<file path="src/rtl/puc_seq_if.sv">
// Bus between the power-up contract unit / power domains and the uncore
// power-up sequencer. The sequencer sits on the slave side. The master side
// drives the contract vector and the acknowledges.
interface puc_seq_if #(
    parameter int N_PUC = 2
);
    localparam int FI_W = (N_PUC > 1) ? $clog2(N_PUC) : 1;

    logic [N_PUC-1:0] puc_i;        // latched power-up contract, one bit per domain
    logic [N_PUC-1:0] pwr_ack_i;    // per-domain power-good
    logic [N_PUC-1:0] pwr_en_o;     // per-domain power enable
    logic             busy_o;       // sequence in progress
    logic             ready_o;      // every contracted domain is up
    logic             fault_o;      // sticky sequencing fault
    logic [FI_W-1:0]  fault_idx_o;  // domain that caused the fault

    modport slave (
        input  puc_i, pwr_ack_i,
        output pwr_en_o, busy_o, ready_o, fault_o, fault_idx_o
    );

    modport master (
        output puc_i, pwr_ack_i,
        input  pwr_en_o, busy_o, ready_o, fault_o, fault_idx_o
    );
endinterface

</file>
<file path="src/rtl/puc_seq.sv">
// Uncore power-up sequencer. Captures the contract vector once after reset
// and then powers up each contracted domain in ascending order. Each domain
// raises its enable, waits for ack (bounded by a timeout) and then needs ack
// held for a settle interval before the next domain starts. Any timeout or
// loss of ack on a live domain drops every enable and latches a fault
// that only reset clears.
module puc_seq #(
    parameter int N_PUC          = 2,
    parameter int SETTLE_CYCLES  = 4,
    parameter int TIMEOUT_CYCLES = 16
) (
    input  logic     clk_i,
    input  logic     reset_i,
    puc_seq_if.slave bus
);
    localparam int FI_W    = (N_PUC > 1) ? $clog2(N_PUC) : 1;
    localparam int IDX_W   = $clog2(N_PUC + 1);
    localparam int CNT_MAX = (TIMEOUT_CYCLES > SETTLE_CYCLES) ? TIMEOUT_CYCLES : SETTLE_CYCLES;
    localparam int CNT_W   = $clog2(CNT_MAX + 1);

    localparam logic [IDX_W-1:0] IDX_END = IDX_W'(N_PUC);
    localparam logic [CNT_W-1:0] TO_LAST = CNT_W'(TIMEOUT_CYCLES - 1);
    localparam logic [CNT_W-1:0] ST_LAST = CNT_W'(SETTLE_CYCLES - 1);

    typedef enum logic [2:0] {
        S_IDLE,
        S_SCAN,
        S_WAIT_ACK,
        S_SETTLE,
        S_DONE,
        S_FAULT
    } state_t;

    state_t           state_q, state_d;
    logic [IDX_W-1:0] idx_q, idx_d;
    logic [CNT_W-1:0] cnt_q, cnt_d;
    logic [N_PUC-1:0] cap_q, cap_d;
    logic [N_PUC-1:0] en_q, en_d;
    logic             busy_q, busy_d;
    logic             ready_q, ready_d;
    logic             fault_q, fault_d;
    logic [FI_W-1:0]  fault_idx_q, fault_idx_d;

    // Per-cycle helpers and fault decision inputs.
    logic [N_PUC-1:0] sel;        // one-hot of the current domain, zero once idx passes the end
    logic             cur_cap;
    logic             cur_ack;
    logic             lost;       // a domain that finished settling has lost its ack
    logic [FI_W-1:0]  lost_idx;
    logic             go_fault;
    logic [FI_W-1:0]  fault_at;

    // State register: synchronous reset returns every output and all state to zero.
    always_ff @(posedge clk_i) begin
        // NOTE: non-blocking assignments keep every register sampling pre-edge values.
        if (reset_i) begin
            state_q     <= S_IDLE;
            idx_q       <= '0;
            cnt_q       <= '0;
            cap_q       <= '0;
            en_q        <= '0;
            busy_q      <= 1'b0;
            ready_q     <= 1'b0;
            fault_q     <= 1'b0;
            fault_idx_q <= '0;
        end else begin
            state_q     <= state_d;
            idx_q       <= idx_d;
            cnt_q       <= cnt_d;
            cap_q       <= cap_d;
            en_q        <= en_d;
            busy_q      <= busy_d;
            ready_q     <= ready_d;
            fault_q     <= fault_d;
            fault_idx_q <= fault_idx_d;
        end
    end

    // Next-state and next-output logic; every fault path funnels through one shutdown block.
    always_comb begin
        // NOTE: every signal gets a default first so no path can infer a latch.
        state_d     = state_q;
        idx_d       = idx_q;
        cnt_d       = cnt_q;
        cap_d       = cap_q;
        en_d        = en_q;
        busy_d      = busy_q;
        ready_d     = ready_q;
        fault_d     = fault_q;
        fault_idx_d = fault_idx_q;
        go_fault    = 1'b0;
        fault_at    = '0;

        sel     = N_PUC'(1) << idx_q;
        cur_cap = |(cap_q & sel);
        cur_ack = |(bus.pwr_ack_i & sel);

        // Domains below idx have completed settle; scanning downwards leaves the lowest.
        lost     = 1'b0;
        lost_idx = '0;
        for (int i = N_PUC - 1; i >= 0; i--) begin
            if (en_q[i] && !bus.pwr_ack_i[i] && (i < int'(idx_q))) begin
                lost     = 1'b1;
                lost_idx = FI_W'(i);
            end
        end

        unique case (state_q)
            S_IDLE: begin
                cap_d   = bus.puc_i;
                busy_d  = 1'b1;
                state_d = S_SCAN;
            end
            S_SCAN: begin
                if (lost) begin
                    go_fault = 1'b1;
                    fault_at = lost_idx;
                end else if (idx_q == IDX_END) begin
                    ready_d = 1'b1;
                    busy_d  = 1'b0;
                    state_d = S_DONE;
                end else if (cur_cap) begin
                    en_d    = en_q | sel;
                    cnt_d   = '0;
                    state_d = S_WAIT_ACK;
                end else begin
                    idx_d = idx_q + IDX_W'(1);
                end
            end
            S_WAIT_ACK: begin
                // Ack is tested before the timeout so a last-cycle ack still counts.
                if (lost) begin
                    go_fault = 1'b1;
                    fault_at = lost_idx;
                end else if (cur_ack) begin
                    cnt_d   = '0;
                    state_d = S_SETTLE;
                end else if (cnt_q == TO_LAST) begin
                    go_fault = 1'b1;
                    fault_at = FI_W'(idx_q);
                end else begin
                    cnt_d = cnt_q + CNT_W'(1);
                end
            end
            S_SETTLE: begin
                if (lost) begin
                    go_fault = 1'b1;
                    fault_at = lost_idx;
                end else if (!cur_ack) begin
                    go_fault = 1'b1;
                    fault_at = FI_W'(idx_q);
                end else if (cnt_q == ST_LAST) begin
                    idx_d   = idx_q + IDX_W'(1);
                    state_d = S_SCAN;
                end else begin
                    cnt_d = cnt_q + CNT_W'(1);
                end
            end
            S_DONE: begin
                if (lost) begin
                    go_fault = 1'b1;
                    fault_at = lost_idx;
                end
            end
            S_FAULT: begin
                // Terminal until reset.
            end
            default: begin
                state_d = S_FAULT;
            end
        endcase

        if (go_fault) begin
            state_d     = S_FAULT;
            en_d        = '0;
            ready_d     = 1'b0;
            busy_d      = 1'b0;
            fault_d     = 1'b1;
            fault_idx_d = fault_at;
        end
    end

    assign bus.pwr_en_o    = en_q;
    assign bus.busy_o      = busy_q;
    assign bus.ready_o     = ready_q;
    assign bus.fault_o     = fault_q;
    assign bus.fault_idx_o = fault_idx_q;
endmodule

</file>
<file path="src/flat_wrapper.sv">
// flat-port wrapper written by rule: the top's interface ports become plain ports
module puc_seq_flat 
#(
    parameter int N_PUC          = 2,
    parameter int SETTLE_CYCLES  = 4,
    parameter int TIMEOUT_CYCLES = 16
)
  (clk_i, reset_i, bus_puc_i, bus_pwr_ack_i, bus_pwr_en_o, bus_busy_o, bus_ready_o, bus_fault_o, bus_fault_idx_o);
  puc_seq_if #(.N_PUC(N_PUC)) bus_i ();
  input  logic clk_i;
  input  logic reset_i;
  input wire logic [$bits(bus_i.puc_i)-1:0] bus_puc_i;
  input wire logic [$bits(bus_i.pwr_ack_i)-1:0] bus_pwr_ack_i;
  output wire logic [$bits(bus_i.pwr_en_o)-1:0] bus_pwr_en_o;
  output wire logic [$bits(bus_i.busy_o)-1:0] bus_busy_o;
  output wire logic [$bits(bus_i.ready_o)-1:0] bus_ready_o;
  output wire logic [$bits(bus_i.fault_o)-1:0] bus_fault_o;
  output wire logic [$bits(bus_i.fault_idx_o)-1:0] bus_fault_idx_o;
  assign bus_i.puc_i = bus_puc_i;
  assign bus_i.pwr_ack_i = bus_pwr_ack_i;
  assign bus_pwr_en_o = bus_i.pwr_en_o;
  assign bus_busy_o = bus_i.busy_o;
  assign bus_ready_o = bus_i.ready_o;
  assign bus_fault_o = bus_i.fault_o;
  assign bus_fault_idx_o = bus_i.fault_idx_o;
  puc_seq #(.N_PUC(N_PUC), .SETTLE_CYCLES(SETTLE_CYCLES), .TIMEOUT_CYCLES(TIMEOUT_CYCLES)) u_core (.clk_i(clk_i), .reset_i(reset_i), .bus(bus_i));
endmodule
</file>
<file path="config.mk">
export PLATFORM = sky130hd
export DESIGN_NAME = puc_seq_flat
export DESIGN_NICKNAME = d
export VERILOG_FILES = /design/src/rtl/puc_seq_if.sv /design/src/rtl/puc_seq.sv /design/src/flat_wrapper.sv
export SDC_FILE = /design/constraint.sdc
export NUM_CORES = 1
export LEC_CHECK = 0
export BUFFER_PORTS_ARGS = -buffer_cell sky130_fd_sc_hd__clkbuf_2
export CORE_MARGIN = 3
export CORE_UTILIZATION = 50
export DETAILED_ROUTE_END_ITERATION = 6
export GPL_ROUTABILITY_DRIVEN = 0
export PLACE_DENSITY_LB_ADDON = 0.12
export SLEW_MARGIN = 30
export SYNTH_ARGS = -nofsm -noshare
export SYNTH_HDL_FRONTEND = slang
export SYNTH_SLANG_ARGS = --single-unit
</file>
<file path="constraint.sdc">
create_clock -name clk_i -period 2.2 [get_ports clk_i]
set_clock_uncertainty 0.05 [all_clocks]
set_input_delay 0.11 -clock clk_i [delete_from_list [all_inputs] [get_ports clk_i]]
set_output_delay 0.11 -clock clk_i [all_outputs]
set_load 0.02 [all_outputs]
</file>
After elaboration in Yosys (flattened, before gate mapping)
Cells that the tools add are included.
W data, S select, Z words.
- register bits: 18
- input bits: 6
- output and inout bits: 6
- word-level logic and storage cells: 119
- $add $sub $neg: 2
- order comparisons: 2
- equal/unequal tests: 29
- shift operators: 1
- multiplexer cells: 47
- bitwise logic cells: 6
- reduce and logical (&&, ||, !) cells: 22
- operators by type and width (cell ; count):
    $mux W5 ; 9
    $mux W3 ; 9
    $mux W1 ; 17
    $reduce_and A8 Y1 ; 2
    $pmux W3 S5 ; 1
    $pmux W5 S3 ; 1
    $mux W2 ; 6
    $ne A2 B1 Y1 const B ; 6
    $ne A2 B2 Y1 const B ; 6
    $ne A3 B1 Y1 const B ; 4
    $reduce_or A2 Y1 ; 5
    $ne A3 B3 Y1 const B ; 3
    $reduce_and A9 Y1 ; 1
    $reduce_and A7 Y1 ; 1
    $eq A3 B2 Y1 const B ; 2
    $eq A3 B3 Y1 const B ; 2
    $pmux W1 S3 ; 2
    $reduce_and A3 Y1 ; 2
    $add A5 B1 Y5 const B ; 1
    $eq A5 B2 Y1 const B ; 1
    $eq A5 B4 Y1 const B ; 1
    $and A2 B2 Y2 ; 2
    $logic_and A1 B1 Y1 ; 4
    $lt A1 B2 Y1 const A ; 2
    15 further kinds ; 19

Depth between registers and ports, before layout
- depth after elaboration: 9
- gate-level depth with buffers: 7
- gate-level depth less buffers: 7

Worst setup path after synthesis
No wires, ideal clock.
- path kind: register to register
- start: reg u_core.idx_q[0]
- end: reg u_core.cnt_q[2]
- library setup time: 0.122 ns
- arrival: 1.829 ns
- path slack: 0.199 ns
- cell stages (with the launch flop): 8
- buffers on the path: 0
- period minus slack after synthesis: 2.001 ns
- path through: dfxtp_1 inv_1 ha_1 a22o_1 and3_1 o221a_2 and3_1 a311o_1
- longest elaborated chain between the ends: 6
- elaborated cells on any way between the ends: 23
- RTL lines (what ; RTL line ; text):
    start: declaration ; puc_seq.sv:35 ; logic [IDX_W-1:0] idx_q, idx_d;
    start signal: assignment ; puc_seq.sv:68 ; idx_q <= idx_d;
    $lt A1 B2 Y1 or $shl A1 B2 Y2 (tied branches) ; puc_seq.sv:102, puc_seq.sv:94 ;
    $logic_and A1 B1 Y1 or $and A2 B2 Y2 (tied branches) ; puc_seq.sv:102, puc_seq.sv:96 ;
    $mux W1 or $reduce_or A2 Y1 (tied branches) ; puc_seq.sv:102, puc_seq.sv:96 ;
    $mux W1 or $mux W5 (tied branches) ; puc_seq.sv:102, puc_seq.sv:135 ;
    $ne A2 B2 Y1 (no source line) or $mux W5 (tied branches) ; - ;
    $reduce_and A9 Y1 (no source line) or $pmux W5 S3 (tied branches) ; - ;
    end signal: assignment ; puc_seq.sv:69 ; cnt_q <= cnt_d;
    end: declaration ; puc_seq.sv:36 ; logic [CNT_W-1:0] cnt_q, cnt_d;
Several ways; a longest one is shown, not always the timed one. The select of a mux whose other input is x is not followed.
A chain may end at the register's enable or synchronous reset.

Final worst setup path
- start: reg u_core.idx_q[1]
- end: reg u_core.cnt_q[2]
Same word-level chain as after synthesis.

==> impl_metrics.yaml <==
yosys:
  synth_edf_count: 0
  ys_seq_area_share_pct: 34.6
  synth_area_mm2: 0.00104
  synth_seq_cells: 18
  yosysUniqueCellTypes: 44
  synth_nets: 128
  yosys_warnings: 0
  syn_area_per_cell_um2: 8.91
  syn_inst: 117
  ys.flop_type: "dfxtp_1"
  synth-async-reset-ratio_pct: 0
clocking:
  ctsHoldBuffers: 0
  clock_latency_ns: 0.30
  cts.clk_slew.worst_paths_ns: 0.10
  cts_resized: 0
  clkSinkCount: 18
  ctsLongestPathBuffers: 2
  ctsHtreeMaxLevel: 1
  cts_tree: "done"
  cts_root_buf: "clkbuf_4"
  post_cts_buffers: 0
  cts_buffers: 3
worst_setup_path:
  critPathKind: "flop to flop"
  crit_arrival_ns: 2.23
  critPathMaxFanout: 5
  start_kind: "flop"
  worstSetupEndpointType: "flop"
  crit_required_ns: 2.35
cells_and_area:
  layout_commonest_cell: "dfxtp_1"
  multi_input_area_um2: 652
  area_growth_pct: 13.7
  antenna_cells: 0
  seq_area_um2: 362
  layout_common_cells: "dfxtp_1, nor2_1, clkbuf_2"
  drive_above_1_share_pct: 21.4
  fillCellCount: 176
  nets: 143
  design_area_mm2: 0.00118
grt:
  antenna_found_initial: 0
  grt_pass1_vias: 923
  grt_pass1_wl_um: 4130
  overflow: 0
  grt_start_max_net_pins: 15
  grt_use_total_pct: 20.3
sta:
  rsz0062_at_grt: "no"
  tightest_slew_ns: 0.779
  finalSetupViolCount: 0
  fin_tns_setup_ns: 0
  hold_ws_ns: -0.000668
  hold_viol: 1
  layout_min_cycle_time_ns: 2.08
  finalCritPeriodShare_pct: 94.7
  max_freq_mhz: 480
  slew_viol_final: 0
  relSlewSlack_pct: 47.7
routing:
  wl_per_cell_um: 15.0
  drt_iter0_drc: 13
  ant_nets: 0
  detail_route.first_pass.iterations: 4
  vias_per_cell: 6.04
  drc: 0
  vias: 942
  routed_wirelength_um: 2340
power:
  switching_share_pct: 38.7
  power_density_mw_per_mm2: 936
  share_comb_of_total_power_pct: 41.2
  p_switching_uw: 429
  p_seq_share_pct: 40.4
  p_clk_share_pct: 18.4
  internal_power_uw: 680
  vdd_drop_max_uv: 702
  p_leak_nw: 0.525
placement:
  placed_area_mm2: 0.00113
  dp_hpwl_um: 1650
  portBuffers: 11
die:
  die_h_um: 51.7
  core-area_mm2: 0.00184
  die_x_um: 51.7
  initial_utilization_pct: 56.7
  boundaryPins: 12
  rows: 15
  die_area_mm2: 0.00267
run_status:
  violations: "negative hold slack"
  status: "finished, violations left"
worst_hold_path:
  hold_path_class: "input port to flop"
job:
  cap_violations: 0
[state kept, by name, indices dropped and copies added (netlist names)]
signal                  count
u_core.bus.fault_o          1
u_core.cap_q                2
u_core.cnt_q                5
u_core.idx_q                2
u_core.bus.pwr_en_o         2
u_core.bus.ready_o          1
u_core.bus.busy_o           1
u_core.state_q              3
u_core.bus.fault_idx_o      1
[final timing paths]
path / startpoint / end / slack, ns / depth (start not counted)
worst max register to register: u_core.idx_q[1]$_SDFFE_PP0P_ / u_core.cnt_q[2]$_SDFFE_PP0P_ / 0.12 / 7
worst min-delay path: bus_puc_i[0] / u_core.cap_q[0]$_SDFFE_PP0N_ / -0.0007 / 3
worst min register to register: u_core.bus.ready_o$_SDFFE_PP0P_ / u_core.bus.ready_o$_SDFFE_PP0P_ / 0.43 / 1
worst max-delay path: u_core.idx_q[1]$_SDFFE_PP0P_ / u_core.cnt_q[2]$_SDFFE_PP0P_ / 0.12 / 7
[power by group through the flow]
stage	Clock (mW)	Sequential [mW]	Combinational, mW
after global routing	0.227	0.457	0.502
after global placement	0	0.449	0.416
after CTS	0.209	0.444	0.433
after detailed placement	0	0.452	0.425
after floorplan	0	0.437	0.332
final	0.203	0.448	0.457
[per-stage QoR]
stage	power (mW)	hold slack [ns]	utilization, %	setup WS (ns)	instances
finish	1.11	-0.000668	64.4	0.117	156
global route	1.19	0.0322	64.4	0.0151	156
CTS	1.09	0.00541	63.3	0.0149	156
detailed placement	0.877	0.315	61.4	0.0379	152
global placement	0.865	0.294	61.4	0.0897	152
floorplan	0.769	0.207	-	0.199	117
[metal layers]
metal  routed length, um  vias up  part of all wire [%]  track usage [%]
li1                    -      459                     -                -
met2                1110       19                    48             32.4
met3                  84        5                   3.6             3.72
met4                  37        0                   1.6             7.86
met5                   0        -                     0                0
met1                1110      459                    47             27.0
[Yosys cell counts (all sizes together) (2+ instances only)]
| cell | instances | share of area, % |
|---|---|---|
| or3 | 2 | 1.2 |
| clkbuf | 3 | 1.1 |
| a22o | 2 | 1.7 |
| nand3 | 5 | 2.4 |
| nand2 | 5 | 2.0 |
| o211ai | 2 | 1.4 |
| a21oi | 3 | 1.4 |
| o21a | 4 | 2.9 |
| nor2b | 4 | 2.4 |
| dfxtp | 18 | 35 |
| o2111ai | 2 | 1.7 |
| and3b | 3 | 2.5 |
| nor3b | 2 | 1.9 |
| nor3 | 4 | 1.9 |
| a211oi | 2 | 1.9 |
| xnor2 | 2 | 1.7 |
| nor2 | 12 | 4.3 |
| and3 | 5 | 3.0 |
| inv | 7 | 2.5 |
| mux2i | 5 | 4.8 |
| ha | 5 | 6.0 |
[layout make-up]
type	count	area share (%)
multi-input combinational	88	55.0
timing repair buffer	14	6.55
inverter	7	2.22
sequential	18	30.5
clock buffer	4	3.06
tap	25	2.64
[logic make-up after synthesis]
group,after synthesis,synth area share (%)
AOI/OAI and AO/OA,26,20.6
xor gates and xnor gates,2,1.68
adders and majority gates,5,6.00
buffers and inverters,11,4.68
DFF,18,34.6
muxes,6,5.88
and+or+nand+nor,49,26.5
[worst max-delay path, stage by stage, from the launching register on]
cell	delay, ns
dfxtp_1	0.39
inv_1	0.08
ha_2	0.22
a22o_1	0.28
and3_1	0.20
o221a_2	0.29
and3_1	0.17
a311o_1	0.30
Note: power is estimated with default switching activity, not from simulation.
